File: config.mk
export PLATFORM = sky130hd
export DESIGN_NAME = motion_ctrl
export DESIGN_NICKNAME = d
export VERILOG_FILES = /design/src/rtl/motion_ctrl.sv
export SDC_FILE = /design/constraint.sdc
export NUM_CORES = 1
export LEC_CHECK = 0
export BUFFER_PORTS_ARGS = -buffer_cell sky130_fd_sc_hd__buf_2
export CORE_ASPECT_RATIO = 0.8
export CORE_MARGIN = 2
export CORE_UTILIZATION = 56
export CTS_CLUSTER_SIZE = 8
export DETAILED_ROUTE_END_ITERATION = 8
export GPL_TIMING_DRIVEN = 0
export PLACE_DENSITY = 0.77
export RECOVER_POWER = 100
export SYNTH_ARGS = -nofsm -noshare
export SYNTH_HDL_FRONTEND = slang
export SYNTH_SLANG_ARGS = --single-unit
File: constraint.sdc
create_clock -name clk -period 3.9 [get_ports clk]
set_input_delay 0.585 -clock clk [delete_from_list [all_inputs] [get_ports clk]]
set_output_delay 0.585 -clock clk [all_outputs]
set_load 0.05 [all_outputs]
File: src/rtl/motion_ctrl.sv
// Sprite motion controller: frame handshake FSM (IDLE/ERASE/MOVE/DRAW) driving a
// ground/rise/fall motion model. Define MOTION_OVERRUN_EN to enable sticky tick-drop reporting.
module motion_ctrl #(
    parameter int X_MAX       = 155,
    parameter int Y_FLOOR     = 115,
    parameter int JUMP_HEIGHT = 30,
    parameter int SPEED_DIV   = 5
) (
    input  logic       clk,
    input  logic       reset,
    input  logic       frame_tick,
    input  logic       left,
    input  logic       right,
    input  logic       jump,
    input  logic       erase_done,
    input  logic       draw_done,
    output logic [7:0] x,
    output logic [7:0] y,
    output logic       erase_req,
    output logic       draw_req,
    output logic       busy,
    output logic       on_ground,
    output logic       overrun
);

    localparam int                FCNT_W    = (SPEED_DIV > 1) ? $clog2(SPEED_DIV) : 1;
    localparam logic [FCNT_W-1:0] FCNT_LAST = FCNT_W'(SPEED_DIV - 1);
    localparam logic [7:0]        X_LIM     = 8'(X_MAX);
    localparam logic [7:0]        Y_GND     = 8'(Y_FLOOR);
    localparam logic [7:0]        JCNT_LAST = 8'(JUMP_HEIGHT - 1);

    typedef enum logic [1:0] {
        F_IDLE,
        F_ERASE,
        F_MOVE,
        F_DRAW
    } frame_state_e;

    typedef enum logic [1:0] {
        M_GROUND,
        M_RISE,
        M_FALL
    } motion_state_e;

    frame_state_e      frame_q, frame_d;
    motion_state_e     motion_q, motion_d;
    logic [7:0]        x_q, x_d;
    logic [7:0]        y_q, y_d;
    logic [7:0]        jcnt_q, jcnt_d;
    logic [FCNT_W-1:0] fcnt_q, fcnt_d;
    logic              pending_q, pending_d;
    logic [8:0]        y_inc;

    always_ff @(posedge clk) begin
        if (reset) begin
            frame_q   <= F_IDLE;
            motion_q  <= M_GROUND;
            x_q       <= 8'd0;
            y_q       <= Y_GND;
            jcnt_q    <= 8'd0;
            fcnt_q    <= '0;
            pending_q <= 1'b0;
        end else begin
            frame_q   <= frame_d;
            motion_q  <= motion_d;
            x_q       <= x_d;
            y_q       <= y_d;
            jcnt_q    <= jcnt_d;
            fcnt_q    <= fcnt_d;
            pending_q <= pending_d;
        end
    end

    // Frame sequencing; a tick arriving while busy is remembered once.
    always_comb begin
        frame_d   = frame_q;
        pending_d = pending_q;
        case (frame_q)
            F_IDLE: begin
                if (frame_tick || pending_q) begin
                    frame_d   = F_ERASE;
                    pending_d = 1'b0;
                end
            end
            F_ERASE: if (erase_done) frame_d = F_MOVE;
            F_MOVE:  frame_d = F_DRAW;
            F_DRAW:  if (draw_done) frame_d = F_IDLE;
            default: frame_d = F_IDLE;
        endcase
        if (frame_q != F_IDLE && frame_tick && !pending_q) begin
            pending_d = 1'b1;
        end
    end

    // Position and motion update, only during the single MOVE cycle.
    always_comb begin
        motion_d = motion_q;
        x_d      = x_q;
        y_d      = y_q;
        jcnt_d   = jcnt_q;
        fcnt_d   = fcnt_q;
        y_inc    = {1'b0, y_q} + 9'd1;
        if (frame_q == F_MOVE) begin
            fcnt_d = (fcnt_q == FCNT_LAST) ? '0 : fcnt_q + 1'b1;
            if (fcnt_q == FCNT_LAST) begin
                if (right && !left && x_q < X_LIM) begin
                    x_d = x_q + 8'd1;
                end else if (left && !right && x_q != 8'd0) begin
                    x_d = x_q - 8'd1;
                end
            end
            case (motion_q)
                M_GROUND: begin
                    if (jump) begin
                        motion_d = M_RISE;
                        jcnt_d   = 8'd0;
                        if (y_q != 8'd0) y_d = y_q - 8'd1;
                    end
                end
                M_RISE: begin
                    jcnt_d = jcnt_q + 8'd1;
                    if (y_q != 8'd0) y_d = y_q - 8'd1;
                    // Apex reached by jump length or by hitting the top edge.
                    if (jcnt_q + 8'd1 >= JCNT_LAST || y_q <= 8'd1) begin
                        motion_d = M_FALL;
                    end
                end
                M_FALL: begin
                    if (y_q < Y_GND) y_d = y_q + 8'd1;
                    if (y_inc >= {1'b0, Y_GND}) motion_d = M_GROUND;
                end
                default: motion_d = M_GROUND;
            endcase
        end
    end

`ifdef MOTION_OVERRUN_EN
    logic overrun_q;
    logic tick_dropped;

    assign tick_dropped = frame_tick && (frame_q != F_IDLE) && pending_q;

    always_ff @(posedge clk) begin
        if (reset) begin
            overrun_q <= 1'b0;
        end else if (tick_dropped) begin
            overrun_q <= 1'b1;
        end
    end

    assign overrun = overrun_q;
`else
    assign overrun = 1'b0;
`endif

    assign x         = x_q;
    assign y         = y_q;
    assign erase_req = (frame_q == F_ERASE);
    assign draw_req  = (frame_q == F_DRAW);
    assign busy      = (frame_q != F_IDLE);
    assign on_ground = (motion_q == M_GROUND);

endmodule
==> reports/summary.txt, run 1 <==
Status - finished, final reports clean
Post-CTS Resized - 0
Power, Total - 0.991 mW
Part of the power in registers - 37.6%
Setup Fix Bufs, Post-CTS - 0
Combinational share of power - 35.2%
FILL cells - 417
Initial antenna violation count - 0
Main synth FF type - dfxtp_1
CTS tree - yes
Gr ovfl total - 0
DP Area - 2620 µm²
Setup WS pre-CTS - 1.08 ns
Wirelength per Cell - 13.6 µm
Power Dens Cells - 376 nW/µm²
Hold Slack - 0.519 ns
Distinct cells, synth - 63
Yosys warns - 0
Hold Path Class - reg2reg
Post-synth EDFFs - 0
Sw Share - 39.2%
First-pass GRT wire length - 9210 µm
Post-synthesis sequential area ratio - 26.5%
# IOs - 29
Post-Layout Inst Area - 2640 µm²
Critical path arrival - 3.01 ns
Clock sink total - 32
Final worst slack - 1.08 ns
Detailed Place HPWL - 3940 µm
Core ar. - 4150 µm²
Setup TNS - 0 ns
Vias - 2,303
Cell mode on critical path - a221oi_1
Clock Path Buffers - 2
Switching power - 0.389 mW
DRT antenna net count - 0
Syn nets - 332
Share of cells above drive strength 1 - 9.23%
Area growth syn-to-layout - 9.38%
Final hold violation count - 0
Syn Inst Count - 302
Syn Std Cell Area - 2410 µm²
Max-Cap Viols - 0
IO Port Bufs - 26
Hold Buf Count CTS - 0
Max_slew headroom - 41.4%
Fmax - 0.354 GHz
Slew Limit Fails - 0
FP Rows - 21
Die ar. - 4850 µm²
RSZ-0062 raised after global routing - false
Worst path slowest cell - a221oi_1
DRT Wirelength - 5340 µm
Worst skew pair latency - 0.30 ns
Buffers and inverters on the worst path - 2
Min cycle time layout - 2.82 ns
Nets@finish - 365
Worst-path fanout max - 10
Worst Path Required - 4.08 ns
Critical-path cell list - clkbuf_1, inv_1, ha_1, and2_0, a221oi_1, o21ai_0, a221oi_1, o21ai_1
Vias in the first global route - 1,991
Drt initial violations - 198
Final Instance Count excl. Fillers - 393
Async set-reset flop share out of synthesis - 0%
Number of H-tree levels - 2
Clk pin slew, worst setup/hold paths - 0.07 ns
Cells after DPL - 385
Worst slew pin tran - 0.879 ns
Final core occ - 63.6%
Root buffer cell - clkbuf_8
Initial Util - 58.1%
Worst path max stage delay - 0.76 ns
DRC viols - 0
Diode count - 0
Skew final - 0.0114 ns
Clk network pwr share - 27.2%
Kind of cell with the highest combined delay on the critical path - compound AO/OA/AOI/OAI gates
Die X-Extent - 77.4 µm
Total GRT Usage - 23.2%
Final period utilization - 72.3%
Routability cong. - 0.865
Syn Area/Cell - 7.99 µm²
CP startpoint kind - flop
Die H - 62.7 µm
WS Path Type - reg2reg
Pin count of the biggest net entering global routing - 11
LEAKAGE - 1.09 nW
Internal power - 0.603 mW
Drt via density - 5.86
Synthesized flop and latch total - 32
Router iterations before antenna repair - 4
Endpoints failing setup - 0
Worst reg-to-reg setup slack - 1.08 ns
Max IR drop VDD - 0.371 mV
TritonCTS Buffers - 5
Crit path capture type - flop
Yosys cell counts (2+ instances only):
cell type	number	area (µm²)
nor2_1	38	143
dfxtp_1	32	641
a21oi_1	27	135
ha_1	21	263
inv_1	20	75.1
nand2_1	18	67.6
o21ai_0	13	65.1
nand3_1	12	60.1
mux2i_1	9	90.1
buf_2	7	35.0
nor3_1	7	35.0
xnor2_1	7	61.3
clkbuf_1	5	18.8
o211ai_1	4	30.0
or3_1	4	25.0
a31oi_1	3	18.8
and3_1	3	18.8
buf_4	3	22.5
nor2b_1	3	18.8
o21ai_1	3	15.0
o21bai_1	3	22.5
o31ai_1	3	22.5
xor2_1	3	26.3
a211oi_1	2	15.0
a21o_1	2	15.0
a22oi_1	2	15.0
a31o_2	2	17.5
a32oi_1	2	17.5
and2_1	2	12.5
and4_1	2	17.5
buf_1	2	7.51
buf_6	2	22.5
nand3b_1	2	15.0
nand4_1	2	12.5
nor4_1	2	12.5
nor4b_1	2	17.5
o2111ai_1	2	17.5
final timing paths:
path | depth (start not counted) | endpoint | start
max reg2reg | 8 | y[6] | y[0]
max | 8 | y[6] | y[0]
min | 2 | pending_q | pending_q
min reg2reg | 2 | pending_q | pending_q
cells in the final DEF, fill, tap and decap left out, types with 4 or more instances in the layout:
| cell type | n |
|---|---|
| nor2_1 | 38 |
| dfxtp_1 | 32 |
| clkbuf_1 | 28 |
| a21oi_1 | 27 |
| ha_1 | 21 |
| inv_1 | 20 |
| nand2_1 | 18 |
| o21ai_0 | 14 |
| nand3_1 | 12 |
| buf_2 | 11 |
| mux2i_1 | 9 |
| nor3_1 | 7 |
| xnor2_1 | 7 |
| clkbuf_8 | 6 |
| or3_1 | 4 |
| o211ai_1 | 4 |
power by group through the flow:
stage	sequential, mW	clock, mW	combinational, mW
5_1_grt	0.378	0.288	0.384
6_report	0.373	0.270	0.349
2_1_floorplan	0.388	0	0.280
4_1_cts	0.373	0.277	0.363
3_3_place_gp	0.378	0	0.356
3_5_place_dp	0.380	0	0.362
kinds of logic (layout without fill, tap and decap cells):
kind of cell,count (synthesis),count (layout),synth area share (%)
flops,32,32,26.5
simple gates,105,105,21.9
other cells,1,1,0.155
mux,10,10,4.20
xor+xnor,10,10,3.63
compound gates,83,83,24.3
buf+inv,39,73,7.52
fa+ha+maj,22,22,11.7
flip-flops by register name, summed over array words and instances, names as in the netlist:
| register | count |
|---|---|
| pending_q | 1 |
| fcnt_q | 3 |
| jcnt_q | 8 |
| motion_q | 2 |
| x | 8 |
| y | 8 |
| frame_q | 2 |
worst register-to-register path, stage by stage (launching register included):
cell,delay [ns]
dfxtp_1,0.37
clkbuf_1,0.32
inv_1,0.16
ha_1,0.22
and2_0,0.15
a221oi_1,0.76
o21ai_0,0.33
a221oi_1,0.33
o21ai_1,0.08
layer usage:
| layer | track usage (%) | share of wire (%) | up-vias |
|---|---|---|---|
| met3 | 4.05 | 5.3 | 12 |
| met5 | 0 | 0 | - |
| met1 | 32.6 | 49 | 1086 |
| met4 | 9.38 | 1.9 | 0 |
| li1 | - | - | 1145 |
| met2 | 35.2 | 44 | 60 |
final cells by class:
type / count / area [µm²] / area share [%]
well taps: 57 / 71.3 / 2.70
flip-flops and latches: 32 / 641 / 24.3
repair buffers: 26 / 105 / 3.98
inverters: 20 / 75.1 / 2.84
multi-input cells: 231 / 1550 / 58.8
clock buffers: 6 / 82.6 / 3.13
clock inverters: 2 / 10.0 / 0.379
plain buffers: 19 / 104 / 3.93
Note: power is estimated with default switching activity, not from simulation.
==> run 2: changes to the inputs <==
CORE_UTILIZATION = 53   (was 56)
clock period = 2.55 ns   (was 3.9 ns; I/O delays follow)
==> run 2 against run 1 <==
Effect of this change:
- routed wire length rose by 9.8%
- combinational power rose by 62%
- sequential share of layout area fell by 1.3 points
- critical path depth rose by 4
- non-clock buffer count rose by 10
- design area rose by 8.5%
- clock power rose by 37%
- largest power group unchanged
- utilization rose by 3.3 points
- cell count rose by 2.3%
==> reports/summary.txt, run 2 (synthesis results as in run 1) <==
DRT Wirelength - 5870 µm
Worst-path fanout max - 6
Power Dens Cells - 524 nW/µm²
Final Instance Count excl. Fillers - 402
DRT antenna net count - 0
Final worst slack - 0.0471 ns
Share of cells above drive strength 1 - 21.7%
Die H - 64.4 µm
Drt via density - 5.90
Most frequent cells in the layout - nor2_1 (37), dfxtp_1 (25), buf_2 (23), a21oi_1 (22), inv_1 (19)
Root buffer cell - clkbuf_8
Endpoints failing setup - 0
FILL cells - 368
Most common cell after layout, fill and taps aside - nor2_1
Hold Buf Count CTS - 0
Routability cong. - 0.852
FP Rows - 21
Register area - 657 µm²
Gr ovfl total - 0
Pin count of the biggest net entering global routing - 11
WS Path Type - reg2reg
CTS tree - yes
CP startpoint kind - flop
Wirelength per Cell - 14.6 µm
Detailed Place HPWL - 3920 µm
Total GRT Usage - 23.1%
Nets@finish - 375
Final hold violation count - 0
Status - finished, final reports clean
RSZ-0062 raised after global routing - true
DRC viols - 0
Area growth syn-to-layout - 18.7%
Worst skew pair latency - 0.29 ns
Initial antenna violation count - 0
Multi-input gate area - 1680 µm²
Die X-Extent - 79.4 µm
First-pass GRT wire length - 9620 µm
Setup WS pre-CTS - -0.0620 ns
Hold Path Class - in2reg
Worst Path Required - 2.70 ns
Worst slew pin tran - 0.621 ns
Min cycle time layout - 2.50 ns
Core ar. - 4280 µm²
Vias - 2,371
Diode count - 0
Hold Slack - 0.388 ns
Slew Limit Fails - 0
Router iterations before antenna repair - 4
TritonCTS Buffers - 5
Clk pin slew, worst setup/hold paths - 0.06 ns
Max-Cap Viols - 0
Initial Util - 56.4%
Cells after DPL - 385
Fmax - 0.400 GHz
IO Port Bufs - 26
Final period utilization - 98.2%
Max_slew headroom - 58.2%
LEAKAGE - 1.20 nW
Number of H-tree levels - 2
# IOs - 29
Crit path capture type - flop
Vias in the first global route - 2,107
Worst reg-to-reg setup slack - 0.05 ns
Clock sink total - 32
Skew final - 0.0110 ns
Critical path arrival - 2.65 ns
Clock Path Buffers - 2
Drt initial violations - 214
Max IR drop VDD - 0.445 mV
Die ar. - 5110 µm²
-- run 2: cell count changes in the layout (fill, tap and decap cells not counted), moves of 5 or more --
cell	delta
dfxtp_1	-7
a21oi_1	-5
buf_4	+10
clkbuf_1	-12
buf_2	+12
-- run 2: power breakdown --
part	total (mW)	switching, mW	internal (mW)	leakage (nW)
Sequential	0.566	0.0335	0.532	0.263
Clock	0.371	0.186	0.185	0.0410
Combinational	0.564	0.372	0.192	0.900
Total	1.50	0.591	0.910	1.20
-- run 2: area by class of cell --
class	instances	share of cell area [%]
multi-input cells	231	58.7
well taps	57	2.49
inverters	20	2.71
repair buffers	36	6.73
plain buffers	19	3.71
clock buffers	6	2.53
flip-flops and latches	32	22.9
clock inverters	1	0.175
-- run 2: critical path: stages, from the launching register on --
cell and delay [ns]:
dfxtp_4 0.37, a21oi_4 0.14, o21ai_2 0.07, a21oi_2 0.24
inv_4 0.12, buf_4 0.16, fa_1 0.39, a21o_1 0.19
a21oi_2 0.16, o21bai_1 0.08, a21oi_1 0.17, xor2_1 0.18
o31ai_1 0.08
-- run 2: timing repair --
item	4_1_cts	5_1_grt
setup endpoints to repair	1	2
buffers inserted	0	10
gates resized for setup	2	18
pin swaps	1	9
-- run 2: layer usage --
| metal | share of wire [%] | GRT usage [%] | up-vias |
|---|---|---|---|
| met4 | 1.2 | 5.82 | 0 |
| met1 | 48 | 32.2 | 1128 |
| met3 | 5.4 | 4.94 | 11 |
| met5 | 0 | 0 | - |
| li1 | - | - | 1164 |
| met2 | 45 | 36.0 | 68 |
-- run 2: path summary, 6_finish.rpt --
kind | start | to | depth (start not counted)
hold / removal | frame_tick | pending_q | 3
setup reg to reg | x[0] | x[6] | 12
setup / recovery | x[0] | x[6] | 12
hold reg to reg | x[6] | x[6] | 2
-- run 2: per-stage QoR --
step                      TNS (ns)  instance area (µm²)  power [mW]  util (%)
after floorplan                  0                 2420        1.02         -
after global placement     -0.0620                 2620        1.12      61.3
after detailed placement   -0.0620                 2620        1.13      61.3
after CTS                        0                 2710        1.50      63.2
after global routing        -0.133                 2860        1.59      66.9
final                            0                 2860        1.50      66.9
==> run 3: changes to the inputs <==
GPL_TIMING_DRIVEN = 1   (was 0)
SETUP_SLACK_MARGIN = 0.15   (was not set)
==> run 3 against run 2 <==
Effect of this change:
- clock power up 11%
- critical endpoint is now x[7]
- routed wire length down 5.6%
- critical path type unchanged
- critical path depth down 1
- die area unchanged
- sequential power increased by 2%
- flip-flop and latch count unchanged
- power up 1.1%
==> reports/summary.txt, run 3 (synthesis results as in run 1) <==
LEAKAGE - 1.08 nW
Detailed Place HPWL - 3890 µm
Drt initial violations - 231
WL met1 - 2650 µm
Wirelength per Cell - 14.6 µm
Initial Util - 56.4%
Router iterations before antenna repair - 4
Nets@finish - 352
Core ar. - 4280 µm²
# IOs - 29
Top routing layer used - met4
WL met2 - 2520 µm
Slew Limit Fails - 0
Diode count - 0
Final core occ - 63.2%
Die X-Extent - 79.4 µm
Area growth syn-to-layout - 12.2%
TritonCTS Buffers - 5
Metal3 WL - 286 µm
Clock Path Buffers - 2
Worst skew pair latency - 0.28 ns
Skew final - 0.00578 ns
Setup WS pre-CTS - -0.0629 ns
Hold Buf Count CTS - 0
Share of cells above drive strength 1 - 14.6%
Routability cong. - 0.892
Worst slew pin tran - 1.00 ns
FILL cells - 376
Drt via density - 5.91
WS Path Type - reg2reg
Max_slew headroom - 32.9%
Max-Cap Viols - 0
Final period utilization - 93.5%
DRC viols - 0
Register area - 663 µm²
Die ar. - 5110 µm²
Die H - 64.4 µm
Crit path capture type - flop
Clk pin slew, worst setup/hold paths - 0.07 ns
Worst-path fanout max - 7
Number of H-tree levels - 2
FP Rows - 21
Power Dens Cells - 560 nW/µm²
Clock sink total - 32
First-pass GRT wire length - 9430 µm
Fmax - 0.419 GHz
Most common cell after layout, fill and taps aside - nor2_1
Pin count of the biggest net entering global routing - 18
Status - finished, final reports clean
Total GRT Usage - 22.9%
Critical path arrival - 2.60 ns
Vias in the first global route - 2,047
CP startpoint kind - flop
Vias - 2,247
RSZ-0062 raised after global routing - true
Endpoints failing setup - 0
Final hold violation count - 0
Initial antenna violation count - 0
Final worst slack - 0.165 ns
Root buffer cell - clkbuf_8
Min cycle time layout - 2.39 ns
Worst Path Required - 2.76 ns
Max IR drop VDD - 0.411 mV
CTS tree - yes
Hold Path Class - in2reg
DRT antenna net count - 0
IO Port Bufs - 27
DRT Wirelength - 5540 µm
Multi-input gate area - 1660 µm²
Gr ovfl total - 0
Most frequent cells in the layout - nor2_1 (37), dfxtp_1 (24), a21oi_1 (23), clkbuf_1 (21), inv_1 (19)
-- run 3: final timing paths --
check | from | endpoint | slack, ns | depth (start not counted)
worst min register to register | pending_q | pending_q | 0.52 | 2
worst max-delay path | x[1] | x[7] | 0.16 | 11
worst min-delay path | frame_tick | pending_q | 0.38 | 3
worst max register to register | x[1] | x[7] | 0.16 | 11
-- run 3: final cells by class --
type                            instances  area share [%]
Multi-Input combinational cell        231            61.3
Sequential cell                        32            24.5
Timing Repair Buffer                   32            5.31
Clock buffer                            6            3.05
Inverter                               20            2.87
Tap cell                               57            2.63
Clock inverter                          2           0.370
-- run 3: layer usage --
metal | vias up | GRT usage, %
li1 | 1129 | -
met1 | 1044 | 32.1
met2 | 66 | 35.1
met3 | 8 | 3.95
met4 | 0 | 8.41
met5 | - | 0
-- run 3: worst max-delay path, cell delays in order, from the launching register on --
cell and delay (ns):
dfxtp_4 0.38, a21oi_1 0.14, o21ai_1 0.08, a21oi_2 0.20, inv_4 0.11, ha_4 0.24
a21oi_4 0.14, o211ai_1 0.12, o41ai_2 0.32, mux2i_1 0.12, or3_1 0.32, a21oi_1 0.14
-- run 3: stage by stage --
step	hold slack, ns	std cells	setup TNS (ns)	cell area [µm²]	total power [mW]
floorplan	0.474	302	0	2440	1.02
global placement	0.488	370	0	2560	1.10
detailed placement	0.503	370	-0.0629	2560	1.12
CTS	0.378	380	0	2740	1.54
global route	0.415	380	0	2710	1.61
finish	0.381	380	0	2710	1.52
-- run 3: repair_timing --
item                       CTS  global route
buffers inserted             2             0
gates cloned                 0             0
setup endpoints to repair    2             2
gates resized for setup     11             1
pin swaps                    4             2
hold endpoints to repair     0             0
-- run 3: power breakdown --
part	internal, mW	leakage (nW)	switching [mW]
clock network	0.215	0.0510	0.196
registers	0.530	0.264	0.0480
logic	0.171	0.767	0.357
total	0.916	1.08	0.601
